===== src/rtl/parity_frame_pkg.sv =====
// Shared types and constants for the parity frame transmitter.
// The frame is start + DATA_BITS data bits (LSB first) + parity + stop.
package parity_frame_pkg;

  typedef enum logic [2:0] {
    IDLE   = 3'd0,
    START  = 3'd1,
    DATA   = 3'd2,
    PARITY = 3'd3,
    STOP   = 3'd4
  } state_t;

  localparam int FRAME_BITS = 11;
  localparam int DATA_BITS  = 8;
  localparam int IDX_W      = $clog2(DATA_BITS);

  // Bit-cycle counter width; the extra bit keeps CLKS_PER_BIT=1 at one bit wide.
  function automatic int bit_cnt_width(input int clks_per_bit);
    return $clog2(clks_per_bit) + 1;
  endfunction

endpackage


===== src/rtl/parity_frame_tx_bit_timer.sv =====
// Bit-period timer: counts 0..CLKS_PER_BIT-1 and strobes tick on the last count.
// restart holds the count at zero so the first bit of a frame gets a full period.
module bit_timer
  import parity_frame_pkg::*;
#(
  parameter int CLKS_PER_BIT = 4
) (
  input  logic clk,
  input  logic rst,
  input  logic restart,
  output logic tick
);

  localparam int CW = bit_cnt_width(CLKS_PER_BIT);
  localparam logic [CW-1:0] TERMINAL = CW'(CLKS_PER_BIT - 1);
  localparam logic [CW-1:0] ONE      = CW'(1);

  logic [CW-1:0] cnt_reg;
  logic [CW-1:0] cnt_next;

  assign tick = (cnt_reg == TERMINAL);

  always_comb begin
    cnt_next = cnt_reg + ONE;
    if (restart || tick) begin
      cnt_next = '0;
    end
  end

  always_ff @(posedge clk) begin
    if (rst) begin
      cnt_reg <= '0;
    end else begin
      cnt_reg <= cnt_next;
    end
  end

endmodule


===== src/rtl/parity_frame_tx.sv =====
// Serial frame transmitter: accepts a byte plus upstream parity, then sends
// start, 8 data bits LSB first, parity and stop, each CLKS_PER_BIT cycles long.
module parity_frame_tx
  import parity_frame_pkg::*;
#(
  parameter int CLKS_PER_BIT = 4
) (
  input  logic       clk,
  input  logic       rst,
  input  logic [7:0] data_in,
  input  logic       parity_in,
  input  logic       valid_in,
  output logic       ready_out,
  output logic       tx,
  output logic       busy,
  output logic       frame_done
);

  localparam logic [IDX_W-1:0] LAST_IDX = IDX_W'(DATA_BITS - 1);
  localparam logic [IDX_W-1:0] IDX_ONE  = IDX_W'(1);

  state_t                 state_reg, state_next;
  logic [DATA_BITS-1:0]   shift_reg, shift_next;
  logic                   parity_reg, parity_next;
  logic [IDX_W-1:0]       bit_idx_reg, bit_idx_next;
  logic                   tick;
  logic                   timer_restart;

  // The timer idles at zero, so its wrap lines up with every state/bit change.
  assign timer_restart = (state_reg == IDLE);

  bit_timer #(
    .CLKS_PER_BIT(CLKS_PER_BIT)
  ) u_bit_timer (
    .clk    (clk),
    .rst    (rst),
    .restart(timer_restart),
    .tick   (tick)
  );

  always_comb begin
    state_next   = state_reg;
    shift_next   = shift_reg;
    parity_next  = parity_reg;
    bit_idx_next = bit_idx_reg;
    ready_out    = 1'b0;
    busy         = 1'b1;
    tx           = 1'b1;
    frame_done   = 1'b0;

    unique case (state_reg)
      IDLE: begin
        ready_out = 1'b1;
        busy      = 1'b0;
        if (valid_in) begin
          shift_next   = data_in;
          parity_next  = parity_in;
          bit_idx_next = '0;
          state_next   = START;
        end
      end
      START: begin
        tx = 1'b0;
        if (tick) begin
          bit_idx_next = '0;
          state_next   = DATA;
        end
      end
      DATA: begin
        tx = shift_reg[0];
        if (tick) begin
          shift_next = shift_reg >> 1;
          if (bit_idx_reg == LAST_IDX) begin
            state_next = PARITY;
          end else begin
            bit_idx_next = bit_idx_reg + IDX_ONE;
          end
        end
      end
      PARITY: begin
        tx = parity_reg;
        if (tick) begin
          state_next = STOP;
        end
      end
      STOP: begin
        tx         = 1'b1;
        frame_done = tick;
        if (tick) begin
          state_next = IDLE;
        end
      end
      default: begin
        state_next = IDLE;
      end
    endcase
  end

  always_ff @(posedge clk) begin
    if (rst) begin
      state_reg   <= IDLE;
      shift_reg   <= '0;
      parity_reg  <= 1'b0;
      bit_idx_reg <= '0;
    end else begin
      state_reg   <= state_next;
      shift_reg   <= shift_next;
      parity_reg  <= parity_next;
      bit_idx_reg <= bit_idx_next;
    end
  end

endmodule


===== config.mk =====
export PLATFORM = sky130hd
export DESIGN_NAME = parity_frame_tx
export DESIGN_NICKNAME = d
export VERILOG_FILES = /design/src/rtl/parity_frame_pkg.sv /design/src/rtl/parity_frame_tx_bit_timer.sv /design/src/rtl/parity_frame_tx.sv
export SDC_FILE = /design/constraint.sdc
export NUM_CORES = 1
export LEC_CHECK = 0
export BUFFER_PORTS_ARGS = -buffer_cell sky130_fd_sc_hd__buf_2
export CAP_MARGIN = 20
export CORE_ASPECT_RATIO = 2
export CORE_MARGIN = 2
export CORE_UTILIZATION = 37
export CTS_CLUSTER_SIZE = 8
export DETAILED_ROUTE_END_ITERATION = 10
export PLACE_DENSITY_LB_ADDON = 0.15
export SLEW_MARGIN = 20
export SYNTH_ARGS = -nofsm -noshare
export SYNTH_HDL_FRONTEND = slang
export SYNTH_SLANG_ARGS = --single-unit

===== constraint.sdc =====
create_clock -name clk -period 2.3 [get_ports clk]
set_clock_uncertainty 0.1 [all_clocks]
set_input_delay 0.23 -clock clk [delete_from_list [all_inputs] [get_ports clk]]
set_output_delay 0.23 -clock clk [all_outputs]
set_load 0.02 [all_outputs]

# Word-level counts from Yosys, hierarchy flattened

Index checks and enable logic that the tools add are counted.

Register bits: 18
Input bits: 12
Output and inout port bits: 4

Add/sub/neg operators: 2
Equal/unequal tests: 13
Multiplexer cells: 18
Reductions and logical operators: 9

Operators with widths:

| cell                                                | count |
|---|---|
| two-way mux 3 bit                                   | 9 |
| two-way mux 8 bit                                   | 2 |
| one-hot mux 8 bit (2 select lines)                  | 1 |
| one-hot mux 3 bit (5 select lines)                  | 1 |
| inequality test 2 bit, second input constant        | 7 |
| equality test 3 x 2 -> 1 bit, second input constant | 3 |
| one-hot mux 3 bit (3 select lines)                  | 1 |
| adder 3 x 1 -> 3 bit, second input constant         | 2 |
| equality test 3 bit, second input constant          | 2 |
| AND reduction 6 bit                                 | 1 |
| AND reduction 5 bit                                 | 1 |
| equality test 3 x 1 -> 1 bit, second input constant | 1 |
| logical NOT 3 bit                                   | 1 |
| two-way mux 1 bit                                   | 3 |
| one-hot mux 1 bit (3 select lines)                  | 1 |
| AND reduction 3 bit                                 | 1 |
| nonzero test 3 bit                                  | 1 |
| AND reduction 2 bit                                 | 1 |
| nonzero test 2 bit                                  | 1 |
| OR reduction 2 bit                                  | 1 |
| logical OR 1 bit                                    | 1 |

# Logic depth before layout (Yosys ltp)

Gate-level depths: netlist (run 1).

Depth in word-level cells: 4
Depth in mapped cells: 7

# By module

Synthesis (run 1) repeated with hierarchy kept, for this count alone.

Cells, all modules: 96
Area, all modules: 928.4 um^2

By module, submodules not included:

| module          | times used | cells each | area each (um^2) |
|---|---|---|---|
| parity_frame_tx | 1          | 87         | 812.0 |
| bit_timer       | 1          | 9          | 116.4 |

# Worst setup path before layout (run 1)

Ideal clock, no wire load.

Kind: register to output
From: register state_reg[2]
To: output busy
Arrival: 1343 ps
Required time: 1970 ps
Path slack: 627 ps
Cell stages (with the launch flop): 4
Path buffers: 1
Path through: dfxtp_1 buf_4 nor3_1 inv_1

Cells in the longest elaborated chain, start to end: 2

RTL lines:

| item                     | RTL line               | source |
|---|---|---|
| start: declaration       | parity_frame_tx.sv:22  | `state_t state_reg, state_next;` |
| start signal: assignment | parity_frame_tx.sv:106 | `state_reg <= state_next;` |
| logical NOT 3 bit        | parity_frame_tx.sv:51  | `unique case (state_reg)` |
| two-way mux 1 bit        | parity_frame_tx.sv:51  |  |
| end: declaration         | parity_frame_tx.sv:15  | `output logic busy,` |

No other way between the ends.

# Worst setup path after layout (run 1)

From: register u_bit_timer.cnt_reg[0]
To: register shift_reg[6]

Cells in the longest elaborated chain, start to end: 3

RTL lines:

| item                            | RTL line                        | source |
|---|---|---|
| start: declaration              | parity_frame_tx_bit_timer.sv:18 | `logic [CW-1:0] cnt_reg;` |
| start signal: assignment        | parity_frame_tx_bit_timer.sv:34 | `cnt_reg <= cnt_next;` |
| equality test 3 x 2 -> 1 bit    | parity_frame_tx_bit_timer.sv:21 | `assign tick = (cnt_reg == TERMINAL);` |
| inequality test 2 bit (no line) | n/a                             |  |
| AND reduction 3 bit (no line)   | n/a                             |  |
| end signal: assignment          | parity_frame_tx.sv:107          | `shift_reg <= shift_next;` |
| end: declaration                | parity_frame_tx.sv:23           | `logic [DATA_BITS-1:0] shift_reg, shift_next;` |

No other way between the ends.
A chain may end at the register's enable or synchronous reset.

==> flow_summary_export.csv, run 1 <==
group,metric,value,unit
cts,clock-sinks,18,
setup_path,endpoint_kind,"flop",
setup_path,start_kind,"flop",
yosys,async_flop_share,0,
detailed_routing,ant_nets,0,
yosys,ys_seq_elements,18,
cts,cts_buffer_depth,2,
global_routing,antenna_found_initial,0,
setup_path,cp.required,2.38,ns
yosys,synthCells,100,
floorplan,coreArea,2500,µm²
sta,slew_violations,0,
floorplan,die_x,40.2,µm
placed_design,portBuffers,15,
setup_path,worst-path-max-fanout,14,
yosys,syn_area_per_cell,9.67,µm²
yosys,synth_ff_type,"dfxtp_1",
cts,tritoncts,"built",
yosys,syn_nets,117,
floorplan,dieHeight,76.3,µm
run_status,status,"finished, final reports clean",
global_routing,grt_max_degree,18,
detailed_routing,drtIter0Drc,11,
placed_design,hpwl,1420,µm
worst_hold_path,hold_path.class,"primary input to flop",
sta,hold_viol_final,0,
sta,whs,0.110,ns
placed_design,place_congestion,0.649,
detailed_routing,vias_per_cell,5.29,
cells_and_area,area_growth,12.0,%
flow_run,max_cap_violations,0,
sta,tns,0,ns
yosys,synthesis.area,967,µm²
global_routing,grt_use_total,0.152,
sta,setup_viol,0,
cts,holdBufCountCts,0,
yosys,synth_cell_types,30,
sta,rsz0062_at_grt,"false",
yosys,yosysWarningCount,0,
cts,path_clk_slew,0.07,ns
cts,post_cts_buffers,0,
setup_path,critPathKind,"flop to flop",
global_routing,grt_pass1_vias,755,
cts,htreeDepth,1,
power,irDropWorstVdd,0.382,mV
cells_and_area,post-route-util,0.433,
cts,clkLatencyLatePin,0.25,ns
sta,final.min_clock_period,1.96,ns
power,power-per-cell-area,623,nW/µm²
global_routing,grt_pass1_wl,3280,µm
sta,fin_crit_sh,0.853,
sta,max-slew-margin-rel,0.591,
cells_and_area,largest_reg_flops,8,
cts,numCtsBuffers,3,
global_routing,grt_remaining_overflow,0,
yosys,synth-edff-count,0,
detailed_routing,vias,746,
power,total_power,0.675,mW
floorplan,num_io_pins,16,
power,p_leak,0.419,nW
floorplan,dieArea,3060,µm²
cells_and_area,final_nets,131,
sta,tightest_slew,0.611,ns
yosys,ys_seq_area_frac,0.373,
detailed_routing,routed_wl,1910,µm
cts,post_cts_resized,0,
sta,fmax,510,MHz
floorplan,start_util,0.386,
cells_and_area,drive_above_1_share,0.248,
detailed_routing,drt_first_pass_iters,2,
floorplan,std_cell_rows,26,
setup_path,worstPathArrival,2.04,ns
detailed_routing,routedWlPerCell,13.5,µm
cells_and_area,diodes,0,
cts,cts_root_buf,"clkbuf_8",
detailed_routing,drc_errors,0,
metal layers:
metal | GRT usage | wire [µm] | up-vias
met5 | 0 | 0 | -
met4 | 0.0828 | 39 | 0
met3 | 0.0262 | 58 | 4
met2 | 0.253 | 1000 | 13
met1 | 0.164 | 804 | 343
li1 | - | - | 386
metrics by stage:
| step | setup WS [ns] | area [µm²] | cells |
|---|---|---|---|
| after floorplan | 0.627 | 967 | 100 |
| after detailed placement | 0.342 | 1030 | 137 |
| after global placement | 0.424 | 1030 | 137 |
| after CTS | 0.302 | 1080 | 141 |
| final | 0.337 | 1080 | 141 |
| after global routing | 0.117 | 1080 | 141 |
where the power goes:
group          internal [mW]  switching (mW)
Combinational         0.0328          0.0399
Clock                  0.152           0.109
Sequential             0.327          0.0143
Total                  0.512           0.164
worst paths after layout:
| path | from | endpoint | slack, ns | depth (start not counted) |
|---|---|---|---|---|
| worst max-delay path | u_bit_timer.cnt_reg[0]$_SDFF_PP0_ | shift_reg[6]$_SDFFE_PP0P_ | 0.34 | 6 |
| worst min-delay path | parity_in | parity_reg$_SDFFE_PP0P_ | 0.11 | 3 |
| worst max register to register | u_bit_timer.cnt_reg[0]$_SDFF_PP0_ | shift_reg[6]$_SDFFE_PP0P_ | 0.34 | 6 |
| worst min register to register | u_bit_timer.cnt_reg[0]$_SDFF_PP0_ | u_bit_timer.cnt_reg[0]$_SDFF_PP0_ | 0.32 | 1 |
worst max-delay path, cell delays in order (launching register included):
cell and delay (ns):
dfxtp_1 0.34, ha_1 0.18, ha_1 0.24, nand2_2 0.10, a211oi_4 0.60, nor2_1 0.11, a211oi_2 0.22
layout by cell type (no fill, tap or decap):
cell type and n:
dfxtp_1 18, buf_2 15, nor2_1 11, mux2i_1 8
a21oi_1 7, inv_1 6, ha_1 5, a211oi_1 4
nand2_1 4, clkbuf_8 4, nor3_1 3, o21ai_0 3
a211oi_2 3, a311o_1 2, nand2b_4 2, a311oi_1 2
nand4_1 2, nand4b_1 2, nor3b_1 1, nor2b_1 1
a21o_1 1, nor3b_2 1, or3_1 1, nand2_2 1
a211oi_4 1, a22oi_1 1, a2111oi_1 1, or4b_1 1
nand3b_1 1, buf_4 1
kinds of logic (layout without fill, tap and decap cells):
kind of cell | after synthesis | after routing | synth area share
simple gates | 31 | 31 | 0.191
buf+inv | 13 | 26 | 0.0815
fa+ha+maj | 5 | 5 | 0.0647
mux | 8 | 8 | 0.0828
compound gates | 25 | 25 | 0.207
flops | 18 | 18 | 0.373
cell type report:
type	instances	area (µm²)
Clock buffer	4	55.1
Fill cell	258	1420
Inverter	6	22.5
Multi-Input combinational cell	69	528
Sequential cell	18	360
Tap cell	28	35.0
Timing Repair Buffer	16	82.6
Yosys cell counts, types with 2 or more instances:
master | number | share of area
nand4_1 | 2 | 0.013
a21oi_1 | 7 | 0.036
nand2b_4 | 2 | 0.028
buf_6 | 3 | 0.035
a311oi_1 | 2 | 0.018
buf_4 | 2 | 0.016
clkbuf_1 | 2 | 0.0078
nand4b_1 | 2 | 0.018
nor3_1 | 3 | 0.016
dfxtp_1 | 18 | 0.37
nor2_1 | 11 | 0.043
a311o_1 | 2 | 0.021
inv_1 | 6 | 0.023
o21ai_0 | 3 | 0.016
a211oi_1 | 4 | 0.031
mux2i_1 | 8 | 0.083
a211oi_2 | 3 | 0.039
nand2_1 | 4 | 0.016
ha_1 | 5 | 0.065
(Power assumes the default switching activity.)
==> inputs of run 2 (changes only) <==
--- a/config.mk
+++ b/config.mk
@@ -12,7 +12,7 @@
 export CORE_UTILIZATION = 37
 export CTS_CLUSTER_SIZE = 8
 export DETAILED_ROUTE_END_ITERATION = 10
-export PLACE_DENSITY_LB_ADDON = 0.15
+export REMOVE_ABC_BUFFERS = 1
 export SLEW_MARGIN = 20
 export SYNTH_ARGS = -nofsm -noshare
 export SYNTH_HDL_FRONTEND = slang
==> run 2 against run 1 <==
Against the previous run:
- worst setup slack got worse by 0.0033 ns
- non-clock buffer count increased by 1
- global-route usage fell by 0.76 points
- utilization is 0.30 points higher
- largest power group unchanged
- worst hold slack gained 0.014 ns
- register-to-register slack hardly changed
- clock-buffer cell count is the same
==> flow_summary_export.csv, run 2 (synthesis results as in run 1) <==
group,metric,value,unit
cells_and_area,post-route-util,0.436,
setup_path,cp.required,2.36,ns
floorplan,coreArea,2500,µm²
detailed_routing,drt_first_pass_iters,4,
power,p_seq_frac,0.513,
cts,htreeDepth,1,
detailed_routing,drc_errors,0,
global_routing,grt_max_degree,18,
setup_path,worst-path-max-fanout,14,
setup_path,crit_family,"compound AO/OA/AOI/OAI gates",
power,p_switching,0.150,mW
detailed_routing,routed_wl,1750,µm
placed_design,place_congestion,0.717,
floorplan,start_util,0.386,
flow_run,max_cap_violations,0,
run_status,status,"finished, final reports clean",
setup_path,start_kind,"flop",
detailed_routing,drtIter0Drc,12,
setup_path,path_cells,"ha_1 > ha_1 > nand2_2 > a211oi_4 > nor2_1 > a211oi_1",
placed_design,hpwl,1350,µm
global_routing,grt_remaining_overflow,0,
cts,clock-sinks,18,
setup_path,crit_slowest_cell,"a211oi_4",
power,power-per-cell-area,606,nW/µm²
sta,final.min_clock_period,1.97,ns
cts,cts_buffer_depth,2,
power,internal-power,0.511,mW
sta,hold_viol_final,0,
cts,holdBufCountCts,0,
power,p_leak,0.425,nW
cells_and_area,largest_reg_flops,8,
cts,tritoncts,"built",
cells_and_area,drive_above_1_share,0.254,
sta,max-slew-margin-rel,0.591,
global_routing,antenna_found_initial,0,
global_routing,grt_use_total,0.144,
cts,post_cts_resized,0,
cells_and_area,final_common_cell,"dfxtp_1",
sta,setup_viol,0,
sta,worst_slack,0.334,ns
sta,fmax,509,MHz
global_routing,grt_pass1_vias,748,
cells_and_area,final_cell_mix,"18 x dfxtp_1, 15 x buf_2, 11 x nor2_1",
cts,path_clk_slew,0.06,ns
cts,cts_root_buf,"clkbuf_8",
global_routing,grt_pass1_wl,3170,µm
cts,numCtsBuffers,3,
floorplan,dieHeight,76.3,µm
floorplan,dieArea,3060,µm²
placed_design,pre_cts_ws,0.310,ns
power,pwr-share-clk,0.376,
floorplan,std_cell_rows,26,
worst_hold_path,hold_path.class,"primary input to flop",
setup_path,cp.buffers_inverters,0,
sta,tns,0,ns
sta,whs,0.124,ns
cts,clkLatencyLatePin,0.25,ns
floorplan,num_io_pins,16,
detailed_routing,vias_per_cell,5.36,
placed_design,portBuffers,15,
sta,tightest_slew,0.613,ns
power,sw_frac_of_total,0.227,
setup_path,endpoint_kind,"flop",
power,irDropWorstVdd,0.315,mV
cells_and_area,diodes,0,
detailed_routing,ant_nets,0,
power,total_power,0.662,mW
sta,rsz0062_at_grt,"false",
power,power_frac_comb,0.110,
setup_path,cp_slowest_stage_delay,0.59,ns
cells_and_area,final_nets,132,
setup_path,cpMostUsedCell,"ha_1",
sta,slew_violations,0,
detailed_routing,vias,761,
cells_and_area,area_growth,12.8,%
setup_path,worstPathArrival,2.03,ns
sta,fin_crit_sh,0.855,
detailed_routing,routedWlPerCell,12.3,µm
cts,post_cts_buffers,0,
setup_path,critPathKind,"flop to flop",
floorplan,die_x,40.2,µm
==> run 2: cell count changes in the layout (fill, tap and decap cells not counted), sizes merged <==
cell	previous run	this run
buf	16	17
==> run 2: metal layers <==
metal / GRT usage / up-vias / part of all wire
li1: - / 392 / -
met4: 0.0724 / 0 / 0.014
met1: 0.161 / 352 / 0.39
met2: 0.244 / 15 / 0.57
met5: 0 / - / 0
met3: 0.0175 / 2 / 0.033
==> run 2: worst paths after layout <==
check / slack, ns / from / depth (start not counted) / to
worst max register to register: 0.33 / u_bit_timer.cnt_reg[0]$_SDFF_PP0_ / 6 / shift_reg[1]$_SDFFE_PP0P_
worst min-delay path: 0.12 / data_in[7] / 3 / shift_reg[7]$_SDFFE_PP0P_
worst min register to register: 0.33 / u_bit_timer.cnt_reg[0]$_SDFF_PP0_ / 1 / u_bit_timer.cnt_reg[0]$_SDFF_PP0_
worst max-delay path: 0.33 / u_bit_timer.cnt_reg[0]$_SDFF_PP0_ / 6 / shift_reg[1]$_SDFFE_PP0P_
==> run 2: per-stage QoR <==
step | area [µm²] | std cells
floorplan | 911 | 93
global placement | 1040 | 138
detailed placement | 1040 | 138
CTS | 1090 | 142
global route | 1090 | 142
finish | 1090 | 142
==> run 2: power by group through the flow <==
stage / Clock [mW] / Sequential (mW) / Combinational [mW]
3_3_place_gp: 0 / 0.346 / 0.0726
6_report: 0.249 / 0.340 / 0.0729
4_1_cts: 0.260 / 0.340 / 0.0747
3_5_place_dp: 0 / 0.347 / 0.0744
2_1_floorplan: 0 / 0.343 / 0.0492
5_1_grt: 0.276 / 0.341 / 0.0825
==> run 2: cell type report <==
type | count | area (µm²)
Sequential cell | 18 | 360
Tap cell | 28 | 35.0
Timing Repair Buffer | 17 | 90.1
Inverter | 6 | 22.5
Multi-Input combinational cell | 69 | 528
Fill cell | 241 | 1410
Clock buffer | 4 | 55.1
==> run 2: worst register-to-register path: cells and delay by family, from the launching register on <==
kind,cells,cell delay (ns)
flops,1,0.34
compound gates,2,0.82
fa+ha+maj,2,0.43
simple gates,2,0.19
==> inputs of run 3 (changes only) <==
--- a/config.mk
+++ b/config.mk
@@ -5,6 +5,7 @@
 export SDC_FILE = /design/constraint.sdc
 export NUM_CORES = 1
 export LEC_CHECK = 0
+export ABC_AREA = 1
 export BUFFER_PORTS_ARGS = -buffer_cell sky130_fd_sc_hd__buf_2
 export CAP_MARGIN = 20
 export CORE_ASPECT_RATIO = 2
==> run 3 against run 2 <==
Against the previous run:
- first-iteration DRC count increased by 8.3%
- via count increased by 23%
- design area increased by 3.8%
- worst hold slack got worse by 0.062 ns
- utilization increased by 0.50 points
- sequential share of layout area decreased by 1.2 points
- largest cell class unchanged
- die area increased by 4.2%
- flip-flop and latch count unchanged
- total power increased by 140%
- highest routed layer unchanged
- non-clock buffer count decreased by 2
- area after synthesis increased by 4.5%
==> flow_summary_export.csv, run 3 <==
group,metric,value,unit
run_status,status,"finished, final reports clean",
floorplan,coreArea,2570,µm²
cells_and_area,stdcell_count,192,
setup_path,start_kind,"flop",
sta,final.min_clock_period,1.69,ns
sta,fmax,593,MHz
setup_path,worstPathArrival,1.36,ns
global_routing,grt_remaining_overflow,0,
sta,fin_crit_sh,0.733,
flow_run,max_cap_violations,0,
power,internal-power,0.843,mW
yosys,synth_compound_area_frac,0.100,
yosys,synthTopCellsByArea,"dfxtp_1 36%, nand2_1 14%, nor2_1 12%",
cells_and_area,final_nets,183,
cells_and_area,final_area,1130,µm²
global_routing,grt_max_degree,15,
yosys,synth_top_family_by_area,"simple AND/OR/NAND/NOR gates",
detailed_routing,drt_first_pass_iters,2,
setup_path,endpoint_kind,"output pin",
power,power-per-cell-area,1420,nW/µm²
yosys,yosys.area.top_type,"dfxtp_1",
cts,path_clk_slew,0.06,ns
floorplan,num_io_pins,16,
sta,hold_viol_final,0,
setup_path,r2r_start,"u_bit_timer.cnt_reg[0]$_SDFF_PP0_",
detailed_routing,vias_per_cell,4.86,
placed_design,hpwl,1690,µm
cts,cts_root_buf,"clkbuf_8",
worst_hold_path,hp-start,"rst",
yosys,yosys.area_share.simple,0.392,
setup_path,r2r_cells,5,
yosys,synth-edff-count,0,
floorplan,std_cell_rows,26,
global_routing,grt_use_total,0.162,
worst_hold_path,hold_path.class,"primary input to flop",
cts,post_cts_resized,0,
yosys,synthMuxAreaShare,0,
cts,clkLatencyLatePin,0.25,ns
sta,max-slew-margin-rel,0.560,
setup_path,rr_endpoint,"shift_reg[7]$_SDFFE_PP0P_",
power,sw_frac_of_total,0.475,
worst_hold_path,min_to,"shift_reg[7]$_SDFFE_PP0P_",
sta,slew_violations,0,
setup_path,cp.required,1.97,ns
sta,tns,0,ns
global_routing,grt_pass1_vias,879,
cells_and_area,multiInputGateArea,561,µm²
yosys,synthesis.area,1010,µm²
cells_and_area,fillCellCount,296,
cells_and_area,drive_above_1_share,0.183,
sta,tightest_slew,0.657,ns
cells_and_area,largest_reg_flops,8,
yosys,synth_top_area_frac,0.356,
yosys,synth_fa_ha_area_frac,0.0619,
cts,post_cts_buffers,0,
cells_and_area,diodes,0,
global_routing,grt_pass1_wl,3660,µm
worst_hold_path,hold_depth,2,
power,p_leak,0.571,nW
yosys,ys_seq_area_frac,0.356,
detailed_routing,routed_wl,2120,µm
power,total_power,1.61,mW
setup_path,critPathKind,"flop to output pin",
yosys,synth_commonest_cells,"37 x nand2_1, 31 x nor2_1, 18 x dfxtp_1, 13 x inv_1, 11 x nand3_1",
detailed_routing,drc_errors,0,
cells_and_area,regArea,360,µm²
floorplan,dieHeight,77.9,µm
cts,tritoncts,"built",
placed_design,placed_cell_area,1090,µm²
detailed_routing,vias,934,
power,p_switching,0.763,mW
cts,cts_buffer_depth,2,
yosys,synth_cell_types,21,
sta,whs,0.0615,ns
yosys,yosysWarningCount,0,
cells_and_area,final_common_cell,"nand2_1",
power,p_seq_frac,0.317,
cells_and_area,area_growth,12.0,%
cts,numCtsBuffers,3,
floorplan,start_util,0.393,
power,power_frac_comb,0.546,
yosys,yosys.cell_count.top_type,"nand2_1",
setup_path,worst-path-max-fanout,4,
global_routing,antenna_found_initial,0,
yosys,async_flop_share,0,
setup_path,r2r_slack,0.62,ns
detailed_routing,routedWlPerCell,11.1,µm
detailed_routing,ant_nets,0,
cts,htreeDepth,1,
sta,setup_viol,0,
power,pwr-share-clk,0.136,
sta,rsz0062_at_grt,"false",
power,irDropWorstVdd,0.702,mV
detailed_routing,drtIter0Drc,13,
placed_design,portBuffers,15,
floorplan,die_x,41.0,µm
cts,clock-sinks,18,
placed_design,dp.cells,189,
yosys,synthCells,149,
floorplan,dieArea,3190,µm²
yosys,ys_seq_elements,18,
cts,holdBufCountCts,0,
yosys,yosys.area_share.xor_xnor,0,
yosys,synth_ff_type,"dfxtp_1",
yosys,syn_area_per_cell,6.79,µm²
cells_and_area,final_cell_mix,"37 x nand2_1, 31 x nor2_1, 18 x dfxtp_1",
placed_design,place_congestion,0.779,
## run 3: cell types whose count changed in the layout (fill, tap and decap cells not counted), sizes merged, moves of 3 or more
cell and change:
nand2 +36, nor2 +23, nand3 +11, inv +9
a211oi -8, mux2i -8, o21ai +8, a21oi -3
nor3 -3
## run 3: worst max path at each step
stage / start / to / slack [ns]
2_1_floorplan: u_bit_timer.cnt_reg[0]$_SDFF_PP0_ / frame_done / 0.68
3_3_place_gp: u_bit_timer.cnt_reg[0]$_SDFF_PP0_ / shift_reg[7]$_SDFFE_PP0P_ / 0.62
3_5_place_dp: u_bit_timer.cnt_reg[0]$_SDFF_PP0_ / shift_reg[7]$_SDFFE_PP0P_ / 0.62
4_1_cts: u_bit_timer.cnt_reg[0]$_SDFF_PP0_ / shift_reg[7]$_SDFFE_PP0P_ / 0.61
5_1_grt: state_reg[0]$_SDFFE_PP0P_ / shift_reg[5]$_SDFFE_PP0P_ / 0.48
6_report: u_bit_timer.cnt_reg[0]$_SDFF_PP0_ / frame_done / 0.61
## run 3: logic make-up (layout without fill, tap and decap cells)
logic type / Yosys count / count (layout)
buffers and inverters: 19 / 34
AO/OA/AOI/OAI: 17 / 17
adder cells (fa/ha/maj): 5 / 5
AND/OR/NAND/NOR: 90 / 90
flip-flops: 18 / 18
## run 3: power groups by stage
| stage | Sequential, mW | Combinational [mW] | Clock [mW] |
|---|---|---|---|
| 2_1_floorplan | 0.494 | 0.702 | 0 |
| 6_report | 0.510 | 0.877 | 0.219 |
| 5_1_grt | 0.521 | 1.02 | 0.241 |
| 3_5_place_dp | 0.517 | 0.886 | 0 |
| 4_1_cts | 0.510 | 0.893 | 0.227 |
| 3_3_place_gp | 0.513 | 0.880 | 0 |
## run 3: area by class of cell
class | count | area share
clock buffer | 3 | 0.0365
inverter | 16 | 0.0530
multi-input combinational | 112 | 0.495
timing repair buffer | 15 | 0.0663
sequential | 18 | 0.318
tap | 28 | 0.0309
## run 3: worst max-delay path, stage by stage (launching register included)
cell and delay, ns:
dfxtp_1 0.33, ha_1 0.17, ha_1 0.14, inv_1 0.07, nor4_1 0.17, buf_2 0.21
## run 3: per-stage QoR
| stage | setup slack (ns) | util |
|---|---|---|
| finish | 0.613 | 0.441 |
| global route | 0.476 | 0.441 |
| CTS | 0.608 | 0.441 |
| detailed placement | 0.624 | 0.425 |
| global placement | 0.621 | 0.425 |
| floorplan | 0.677 | - |
## run 3: metal layers
layer / track usage / part of all wire
met3: 0.0257 / 0.017
met2: 0.267 / 0.59
met1: 0.185 / 0.38
met4: 0.0800 / 0.016
met5: 0 / 0
